$ cat config.mk
export PLATFORM = sky130hd
export DESIGN_NAME = spi_slave
export DESIGN_NICKNAME = d
export VERILOG_FILES = /design/src/rtl/spi_slave.sv
export SDC_FILE = /design/constraint.sdc
export NUM_CORES = 1
export LEC_CHECK = 0
export BUFFER_PORTS_ARGS = -buffer_cell sky130_fd_sc_hd__buf_2
export CAP_MARGIN = 20
export CORE_MARGIN = 2
export CORE_UTILIZATION = 55
export CTS_CLUSTER_SIZE = 16
export DETAILED_ROUTE_END_ITERATION = 6
export GPL_TIMING_DRIVEN = 0
export PLACE_DENSITY_LB_ADDON = 0.12
export SYNTH_ARGS = -nofsm -noshare
export SYNTH_HDL_FRONTEND = slang
export SYNTH_SLANG_ARGS = --single-unit
$ cat constraint.sdc
create_clock -name clk -period 2.7 [get_ports clk]
set_clock_uncertainty 0.2 [all_clocks]
set_input_delay 0.27 -clock clk [delete_from_list [all_inputs] [get_ports clk]]
set_output_delay 0.27 -clock clk [all_outputs]
set_load 0.02 [all_outputs]
$ cat src/rtl/spi_slave.sv
// -----------------------------------------------------------------------------
// spi_slave
//
// SPI responder on the CPU peripheral bus. An external SPI master clocks one
// byte at a time into RXDATA and out of the TX buffer. The top level decodes
// the peripheral window and drives addr/din/wr_en/rd_en. Read data on dout is
// muxed into the CPU read bus.
//
// Register map (offset = addr[ADDR_LSB+OPT_MEM_ADDR_BITS:ADDR_LSB]):
//   0 CTRL   RW  {4'b0, irq_en, cpha, cpol, en}
//   1 STAT   R   {4'b0, busy, ovr, tx_empty, rx_full}  (read clears ovr)
//   2 TXDATA W   reads as 8'h00
//   3 RXDATA R   (read clears rx_full)
//
// Ports:
//   clk      system clock; the only clock domain
//   reset    synchronous, active-high reset
//   addr     peripheral address (only the offset field is decoded here)
//   din      CPU write data
//   dout     CPU read data, combinational, 8'h00 when rd_en is low
//   wr_en    write strobe, one write per high cycle
//   rd_en    read strobe, one read per high cycle
//   sclk     SPI clock from the master (asynchronous)
//   mosi     SPI data in (asynchronous)
//   ss_n     SPI select, active low (asynchronous)
//   miso     SPI data out (registered; holds its value when not driven)
//   miso_oe  1 = drive miso; the top level tri-states the pad when 0
//   irq      only with SPI_SLAVE_IRQ_EN: irq_en & (rx_full | ovr), registered
//
// Build option:
//   SPI_SLAVE_IRQ_EN  adds the irq output. Without it CTRL[3] is plain storage.
//
// SCLK must be no faster than clk/8 so that every SPI edge is seen after the
// two-flop synchronisers and DONE/LOAD fit between a sample edge and the next
// shift edge.
// -----------------------------------------------------------------------------
module spi_slave #(
  parameter int ADDR_LSB          = 0,
  parameter int OPT_MEM_ADDR_BITS = 1
) (
  input  logic       clk,
  input  logic       reset,
  input  logic [7:0] addr,
  input  logic [7:0] din,
  output logic [7:0] dout,
  input  logic       wr_en,
  input  logic       rd_en,
  input  logic       sclk,
  input  logic       mosi,
  input  logic       ss_n,
  output logic       miso,
  output logic       miso_oe
`ifdef SPI_SLAVE_IRQ_EN
  ,
  output logic       irq
`endif
);

  localparam int OFF_W = OPT_MEM_ADDR_BITS + 1;

  localparam logic [OFF_W-1:0] OFF_CTRL   = OFF_W'(0);
  localparam logic [OFF_W-1:0] OFF_STAT   = OFF_W'(1);
  localparam logic [OFF_W-1:0] OFF_TXDATA = OFF_W'(2);
  localparam logic [OFF_W-1:0] OFF_RXDATA = OFF_W'(3);

  typedef enum logic [1:0] {
    ST_IDLE,
    ST_LOAD,
    ST_SHIFT,
    ST_DONE
  } state_t;

  // ---------------------------------------------------------------------------
  // Register state
  // ---------------------------------------------------------------------------
  state_t     state;
  logic [3:0] ctrl;        // {irq_en, cpha, cpol, en}
  logic [7:0] tx_buf;
  logic [7:0] tx_shift;
  logic [7:0] rx_shift;
  logic [7:0] rx_data;
  logic [2:0] bitcnt;
  logic       rx_full;
  logic       ovr;
  logic       tx_empty;
  logic       busy;

  logic ctrl_en;
  logic ctrl_cpol;
  logic ctrl_cpha;

  assign ctrl_en   = ctrl[0];
  assign ctrl_cpol = ctrl[1];
  assign ctrl_cpha = ctrl[2];

  // ---------------------------------------------------------------------------
  // Bus decode
  // ---------------------------------------------------------------------------
  logic [OFF_W-1:0] offset;
  logic             wr_ctrl;
  logic             wr_tx;
  logic             rd_stat;
  logic             rd_rx;
  logic             unused_addr;

  assign offset  = addr[ADDR_LSB+OPT_MEM_ADDR_BITS:ADDR_LSB];
  assign wr_ctrl = wr_en && (offset == OFF_CTRL);
  assign wr_tx   = wr_en && (offset == OFF_TXDATA);
  assign rd_stat = rd_en && (offset == OFF_STAT);
  assign rd_rx   = rd_en && (offset == OFF_RXDATA);

  // Bits outside the offset field belong to the top-level window decode.
  assign unused_addr = ^addr;

  // ---------------------------------------------------------------------------
  // Input synchronisers and edge detection
  // ---------------------------------------------------------------------------
  logic [1:0] sclk_sync;
  logic [1:0] mosi_sync;
  logic [1:0] ss_n_sync;
  logic       sclk_q;
  logic       ss_n_q;

  // NOTE: synchronous reset lives inside the clocked block; reset is a plain
  // data input here, never in the sensitivity list.
  always_ff @(posedge clk) begin
    if (reset) begin
      sclk_sync <= 2'b00;
      mosi_sync <= 2'b00;
      ss_n_sync <= 2'b11;
      sclk_q    <= 1'b0;
      ss_n_q    <= 1'b1;
    end else begin
      // NOTE: non-blocking assignments make every flop in this chain sample
      // its predecessor's old value, which is what builds a real shift chain.
      sclk_sync <= {sclk_sync[0], sclk};
      mosi_sync <= {mosi_sync[0], mosi};
      ss_n_sync <= {ss_n_sync[0], ss_n};
      sclk_q    <= sclk_sync[1];
      ss_n_q    <= ss_n_sync[1];
    end
  end

  logic sclk_s;
  logic mosi_s;
  logic ss_n_s;
  logic ss_fall;
  logic lead_edge;
  logic trail_edge;
  logic sample_edge;
  logic shift_edge;
  logic abort;

  assign sclk_s  = sclk_sync[1];
  assign mosi_s  = mosi_sync[1];
  assign ss_n_s  = ss_n_sync[1];
  assign ss_fall = ss_n_q && !ss_n_s;

  // Leading edge leaves the idle level cpol, trailing edge returns to it.
  assign lead_edge  = (sclk_q == ctrl_cpol) && (sclk_s != ctrl_cpol);
  assign trail_edge = (sclk_q != ctrl_cpol) && (sclk_s == ctrl_cpol);

  assign sample_edge = ctrl_cpha ? trail_edge : lead_edge;
  assign shift_edge  = ctrl_cpha ? lead_edge  : trail_edge;

  // Deselect or disable during a byte drops the partial byte.
  assign abort = ss_n_s || !ctrl_en;

  // An empty TX buffer sends zeros rather than repeating stale data.
  logic [7:0] load_byte;
  assign load_byte = tx_empty ? 8'h00 : tx_buf;

  // ---------------------------------------------------------------------------
  // Transfer FSM and CPU-visible registers
  //
  // Several fields are written both by the CPU side and by the FSM, so they
  // share one block. Statement order sets priority: the CPU clear strobes come
  // first so a completing byte (DONE) wins over a same-cycle RXDATA/STAT read,
  // and the TXDATA write comes last so a write in the LOAD cycle leaves
  // tx_empty at 0 while LOAD still takes the old buffer contents.
  // ---------------------------------------------------------------------------
  always_ff @(posedge clk) begin
    if (reset) begin
      state    <= ST_IDLE;
      ctrl     <= 4'h0;
      tx_buf   <= 8'h00;
      tx_shift <= 8'h00;
      rx_shift <= 8'h00;
      rx_data  <= 8'h00;
      bitcnt   <= 3'd0;
      rx_full  <= 1'b0;
      ovr      <= 1'b0;
      tx_empty <= 1'b1;
      busy     <= 1'b0;
      miso     <= 1'b0;
    end else begin
      if (wr_ctrl) ctrl    <= din[3:0];
      if (rd_rx)   rx_full <= 1'b0;
      if (rd_stat) ovr     <= 1'b0;

      case (state)
        ST_IDLE: begin
          if (ctrl_en && ss_fall) state <= ST_LOAD;
        end

        ST_LOAD: begin
          if (abort) begin
            busy  <= 1'b0;
            state <= ST_IDLE;
          end else begin
            tx_shift <= load_byte;
            tx_empty <= 1'b1;
            bitcnt   <= 3'd0;
            busy     <= 1'b1;
            // With cpha=0 the master samples bit 7 on the very first edge,
            // so it has to be on the wire before any SCLK activity.
            if (!ctrl_cpha) miso <= load_byte[7];
            state <= ST_SHIFT;
          end
        end

        ST_SHIFT: begin
          if (abort) begin
            busy  <= 1'b0;
            state <= ST_IDLE;
          end else begin
            if (sample_edge) begin
              rx_shift <= {rx_shift[6:0], mosi_s};
              bitcnt   <= bitcnt + 3'd1;
              if (bitcnt == 3'd7) state <= ST_DONE;
            end
            // cpha=0: bit 7 is already out, so each trailing edge presents the
            // next bit. The guard drops the previous byte's final trailing
            // edge, which arrives after LOAD during back-to-back bytes.
            // cpha=1: each leading edge presents the current MSB.
            if (shift_edge && (ctrl_cpha || (bitcnt != 3'd0))) begin
              miso     <= ctrl_cpha ? tx_shift[7] : tx_shift[6];
              tx_shift <= {tx_shift[6:0], 1'b0};
            end
          end
        end

        ST_DONE: begin
          rx_full <= 1'b1;
          if (!rx_full) rx_data <= rx_shift;
          else          ovr     <= 1'b1;
          if (ctrl_en && !ss_n_s) begin
            state <= ST_LOAD;
          end else begin
            busy  <= 1'b0;
            state <= ST_IDLE;
          end
        end

        default: state <= ST_IDLE;
      endcase

      if (wr_tx) begin
        tx_buf   <= din;
        tx_empty <= 1'b0;
      end
    end
  end

  assign miso_oe = ctrl_en && !ss_n_s;

  // ---------------------------------------------------------------------------
  // Read mux
  // ---------------------------------------------------------------------------
  // NOTE: dout gets a default before the case so every path assigns it and
  // no latch is inferred.
  always_comb begin
    dout = 8'h00;
    if (rd_en) begin
      case (offset)
        OFF_CTRL:   dout = {4'b0000, ctrl};
        OFF_STAT:   dout = {4'b0000, busy, ovr, tx_empty, rx_full};
        OFF_RXDATA: dout = rx_data;
        default:    dout = 8'h00;
      endcase
    end
  end

`ifdef SPI_SLAVE_IRQ_EN
  // ---------------------------------------------------------------------------
  // Interrupt: registered level, follows status one clock later.
  // ---------------------------------------------------------------------------
  always_ff @(posedge clk) begin
    if (reset) irq <= 1'b0;
    else       irq <= ctrl[3] && (rx_full || ovr);
  end
`endif

endmodule

==> results of run 1 <==
## stage by stage
stage | utilization (%) | cells | instance area [µm²] | hold WS [ns] | setup WS (ns)
5_1_grt | 65.0 | 361 | 2790 | 0.0238 | 0.421
2_1_floorplan | - | 270 | 2430 | 0.174 | 0.734
6_report | 65.0 | 361 | 2790 | 0.0129 | 0.451
3_5_place_dp | 61.1 | 347 | 2620 | 0.196 | 0.518
4_1_cts | 65.0 | 361 | 2790 | 0.00969 | 0.517
3_3_place_gp | 61.1 | 347 | 2620 | 0.193 | 0.541
## power by group
group | internal, µW | leakage [µW] | switching [µW] | total [µW]
Combinational | 41.8 | 0.000603 | 50.0 | 91.8
Sequential | 808 | 0.000437 | 7.13 | 815
Clock | 278 | 0.0000524 | 248 | 525
Total | 1130 | 0.00109 | 305 | 1430
## kinds of logic after synthesis
family | count (synthesis)
xor gates and xnor gates | 1
adders and majority gates | 3
DFF | 54
muxes | 19
buffers and inverters | 24
AOI/OAI and AO/OA | 67
and+or+nand+nor | 102
## flip-flops by register name, indices dropped and copies added (netlist names)
| signal | count |
|---|---|
| rx_full | 1 |
| rx_shift | 8 |
| tx_empty | 1 |
| bitcnt | 3 |
| ctrl | 4 |
| sclk_sync | 2 |
| busy | 1 |
| ss_n_sync | 2 |
| ovr | 1 |
| tx_buf | 8 |
| mosi_sync | 2 |
| state | 2 |
| sclk_q | 1 |
| ss_n_q | 1 |
| miso | 1 |
| rx_data | 8 |
| tx_shift | 8 |
## timing repair
item	4_1_cts	5_1_grt
buffers inserted	0	0
setup endpoints to repair	0	0
endpoints found under the hold margin	6	0
hold buffers	6	0
resized for setup	0	0
## critical path, stage by stage, from the launching register on
cell	delay, ns
dfxtp_1	0.46
nor4bb_1	0.60
o211ai_1	0.29
and2_4	0.25
buf_6	0.12
o221a_1	0.23
## final timing paths
check                from           end  slack, ns  cells after the start
min reg2reg  ss_n_sync[0]  ss_n_sync[1]       0.24                      1
max reg2reg       ctrl[0]   tx_shift[3]       0.45                      5
max               ctrl[0]   tx_shift[3]       0.45                      5
min                din[2]     tx_buf[2]       0.01                      3
## cell usage after synthesis (all sizes together) (2+ instances only)
library cell / number / area, µm²
buf: 5 / 35.0
nor2: 16 / 60.1
inv: 6 / 22.5
or2b: 6 / 48.8
o21ai: 17 / 85.1
nand2: 21 / 78.8
clkbuf: 13 / 60.1
and2: 9 / 58.8
ha: 3 / 37.5
nor3b: 2 / 20.0
a2111o: 2 / 22.5
or2: 6 / 37.5
a31oi: 3 / 18.8
o211ai: 2 / 15.0
nand2b: 7 / 43.8
o221a: 7 / 78.8
mux2i: 18 / 180
a21oi: 28 / 140
nor2b: 6 / 37.5
o311ai: 2 / 17.5
and3: 2 / 12.5
dfxtp: 54 / 1080
nand3b: 3 / 22.5
nand3: 16 / 80.1
## final cells by class
| cell class | count | area [µm²] |
|---|---|---|
| flip-flops and latches | 54 | 1080 |
| multi-input cells | 192 | 1230 |
| well taps | 52 | 65.1 |
| inverters | 6 | 22.5 |
| repair buffers | 31 | 185 |
| clock inverters | 1 | 30.0 |
| plain buffers | 18 | 95.1 |
| clock buffers | 7 | 76.3 |
| fillers | 377 | 1500 |
## metal layers
layer	share of wire (%)	global-route usage (%)	up-vias
met5	0	0	-
met4	1.7	9.83	0
met3	4.6	3.17	8
met2	45	34.4	55
met1	49	31.6	947
li1	-	-	1025
==> results.cfg, run 1 <==
[sta]
finalHoldViolCount = 0
setup_violations = 0
rsz0062_at_grt = no
min_period_over_period_pct = 83.3
relSlewSlack_pct = 57.8
fmax_ghz = 0.445
fin_tns_setup_ns = 0
slew_viol_final = 0
layout_min_cycle_time_ns = 2.25
worstMarginPinSlew_ns = 0.632

[clocking]
cts_buffers = 5
clk_pin_slew_ns = 0.09
clock_latency_ns = 0.30
cts_tree = yes
htree_levels = 2
cts_buffer_depth = 2
cts.sinks = 54
cts-root-buf = clkbuf_8

[critical_path]
cp-start-kind = flop
worstSetupPathType = reg -> reg
cp.arrival_ns = 2.25
path_max_fanout = 6
endpoint_kind = flop
crit_required_ns = 2.71

[routing]
ant_nets = 0
viasPerCell = 5.64
routed_wl_mm = 5.20
route.detailed.drc = 0
dr.first_iter.drc_count = 93
dr.pass1.iters = 4
routedWlPerCell_um = 14.4
vias = 2035

[die]
core-area_um2 = 4290
die_h_um = 70.5
core.rowCount = 24
die-area_um2 = 4970
fp.dieW_um = 70.5
start_util_pct = 56.7
ios = 33

[synthesis]
synth_fa_ha_area_share_pct = 1.54
netlist_area_um2 = 2430
synth-async-reset-ratio_pct = 0
ys_seq_elements = 54
synthSimpleGateAreaFrac_pct = 23.3
synth_top_family_by_area = simple AND/OR/NAND/NOR gates
synth-compound-area-share_pct = 17.7
synth_xor_area_share_pct = 0.360
syn-num-nets = 296
synth_mux_area_share_pct = 7.87
postSynthCellCount = 270
synthFlopType = dfxtp_1
synth_edf_count = 0
yosys_warnings = 0
avgSynthCellArea_um2 = 9.01
synth_cell_types = 49
ys_seq_area_share_pct = 44.4

[placed_design]
portBuffers = 25
dpl.hpwl_mm = 3.74
gp_congestion = 0.825

[global_routing]
antenna_found_initial = 0
grt_pass1_wl_mm = 8.83
grt_util_all_layers_pct = 22.5
grt_overflow = 0
first_global_vias = 1882
grt_max_degree = 16

[finish]
areaGrowthSynthToFinish_pct = 14.7
num_antenna_cells = 0
final_common_cell = dfxtp_1
drive_above_1_share_pct = 16.8
final_nets = 334
mostFrequentLayoutCells = dfxtp_1 (54), a21oi_1 (28), buf_2 (26), nand2_1 (21), mux2i_1 (18)

[pwr]
power.density_nw_per_um2 = 513
finalPower_uw = 1430
p_leak_uw = 0.00109
ir_worst_vdd_mv = 0.245

[run]
maxCapViolations = 0

[status]
status = complete, no violations

[hold_path]
holdCritPathClass = in -> reg
(Power assumes the default switching activity.)
==> inputs of run 2 (changes only) <==
Settings changed: ABC_AREA set to 1, CORE_UTILIZATION 55 to 50.
Clock period 2.7 ns to 1.9 ns, I/O delays scaled along.
==> run 2 against run 1 <==
Net effect: area after synthesis decreased by 5.5%; clock power increased by 77%; routed wire length decreased by 10%; count of clock-buffer cells in the layout decreased by 1; critical endpoint is now dout[2]; largest cell class is now registers.
==> results.cfg, run 2 <==
[finish]
final_common_cell = dfxtp_1
areaGrowthSynthToFinish_pct = 19.9
mostFrequentLayoutCells = dfxtp_1 (54), nand2_1 (53), inv_1 (52), o21ai_0 (43), nor2_1 (40)
drive_above_1_share_pct = 13.1
num_antenna_cells = 0
final_nets = 392

[routing]
viasPerCell = 4.90
vias = 2053
routedWlPerCell_um = 11.2
route.detailed.drc = 0
dr.pass1.iters = 4
routed_wl_mm = 4.68
dr.first_iter.drc_count = 89
ant_nets = 0

[synthesis]
yosysTopAreaCellShare_pct = 47.0
netlist_top_cells_area = dfxtp_1 (47%), o21ai_0 (9.4%), nand2_1 (8.7%)
avgSynthCellArea_um2 = 7.16
synth_edf_count = 0
synth.most_common_cell = dfxtp_1
yosys_warnings = 0
postSynthCellCount = 321
synthFlopType = dfxtp_1
ys_seq_elements = 54
synth-async-reset-ratio_pct = 0
ys_seq_area_share_pct = 47.0
synth_cell_types = 24
netlist_area_um2 = 2300
synthTopCellsByCount = dfxtp_1 (54), nand2_1 (53), inv_1 (52)
syn-num-nets = 347
synth_top_cell_by_area = dfxtp_1

[die]
die_h_um = 71.8
core-area_um2 = 4380
core.rowCount = 24
ios = 33
start_util_pct = 52.5
fp.dieW_um = 71.8
die-area_um2 = 5160

[clocking]
cts_tree = yes
cts_buffer_depth = 2
cts_setup_buffers = 0
clk_pin_slew_ns = 0.09
clock_latency_ns = 0.31
cts_buffers = 5
cts.sinks = 54
htree_levels = 2
cts-root-buf = clkbuf_8

[critical_path]
crit_required_ns = 1.51
worstSetupPathType = reg -> out
worst-path-buf-inv = 3
cpMostUsedCell = inv_1
endpoint_kind = output pin
path_cells = inv_1 -> o211ai_1 -> nand2_1 -> inv_1 -> buf_2
critical_path.top_delay_family = flip-flops
path_max_fanout = 7
cp-start-kind = flop
slowest_delay_ns = 0.45
slowest_stage = dfxtp_1
cp.arrival_ns = 1.36

[sta]
rsz0062_at_grt = no
fin_tns_setup_ns = 0
setup_violations = 0
worstMarginPinSlew_ns = 0.530
relSlewSlack_pct = 64.7
min_period_over_period_pct = 92.2
fmax_ghz = 0.571
slew_viol_final = 0
finalHoldViolCount = 0
layout_min_cycle_time_ns = 1.75

[placed_design]
portBuffers = 26
gp_congestion = 0.836
dpl.hpwl_mm = 3.44

[run]
maxCapViolations = 0

[pwr]
ir_worst_vdd_mv = 0.527
power.density_nw_per_um2 = 807
p_leak_uw = 0.00118
finalPower_uw = 2230

[global_routing]
grt_max_degree = 17
first_global_vias = 1947
grt_overflow = 0
grt_pass1_wl_mm = 8.15
grt_util_all_layers_pct = 19.7
antenna_found_initial = 0

[status]
status = complete, no violations

[hold_path]
holdCritPathClass = in -> reg
## run 2: per-stage QoR
stage               hold WS, ns  area, µm²  instances  utilization (%)  setup WS [ns]
floorplan                0.0938       2300        321                -          0.426
global placement          0.173       2490        399             56.9          0.308
detailed placement        0.175       2490        399             56.9          0.283
CTS                      0.0412       2760        419             62.9          0.135
global route             0.0770       2760        419             62.9         0.0263
finish                   0.0426       2760        419             62.9          0.148
## run 2: logic make-up after synthesis
group,Yosys count,synth area share [%]
flip-flops,54,47.0
buffers and inverters,63,11.1
AND/OR/NAND/NOR,118,21.4
adder cells (fa/ha/maj),3,1.63
AO/OA/AOI/OAI,83,18.8
## run 2: timing repair
action                    CTS  global route
hold buffers               12             0
hold endpoints to repair   15             0
gates resized for setup     0             0
## run 2: final cells by class
class | count | area, µm²
timing repair buffer | 38 | 250
fill | 414 | 1630
multi-input combinational | 204 | 963
clock buffer | 6 | 82.6
sequential | 54 | 1080
clock inverter | 2 | 60.1
buffer | 9 | 47.5
inverter | 54 | 208
tap | 52 | 65.1
## run 2: path summary, 6_finish.rpt
path | from | endpoint | slack, ns | cells past startpoint
setup / recovery | ctrl[2] | dout[2] | 0.15 | 5
setup reg to reg | state[1] | rx_shift[5] | 0.27 | 6
hold reg to reg | mosi_sync[0] | mosi_sync[1] | 0.21 | 2
hold / removal | rd_en | ovr | 0.04 | 4
## run 2: layer usage
layer  GRT usage [%]  vias to the layer above  part of all wire, %
met5               0                        -                    0
met4            6.50                        0                  1.3
met3            4.22                        6                  3.5
met2            34.1                       33                   48
met1            24.4                      911                   48
li1                -                     1103                    -
## run 2: power by group
| part | leakage (µW) | internal, µW | switching, µW |
|---|---|---|---|
| clock | 0.0000714 | 562 | 365 |
| sequential | 0.000438 | 1150 | 10.4 |
| combinational | 0.000673 | 57.3 | 79.3 |
| total | 0.00118 | 1770 | 455 |
## run 2: worst register-to-register path: cells and delay by family, from the launching register on
family                 cells  cell delay (ns)
AO/OA/AOI/OAI              2             0.17
buffers and inverters      1             0.20
flip-flops                 1             0.43
AND/OR/NAND/NOR            3             0.52
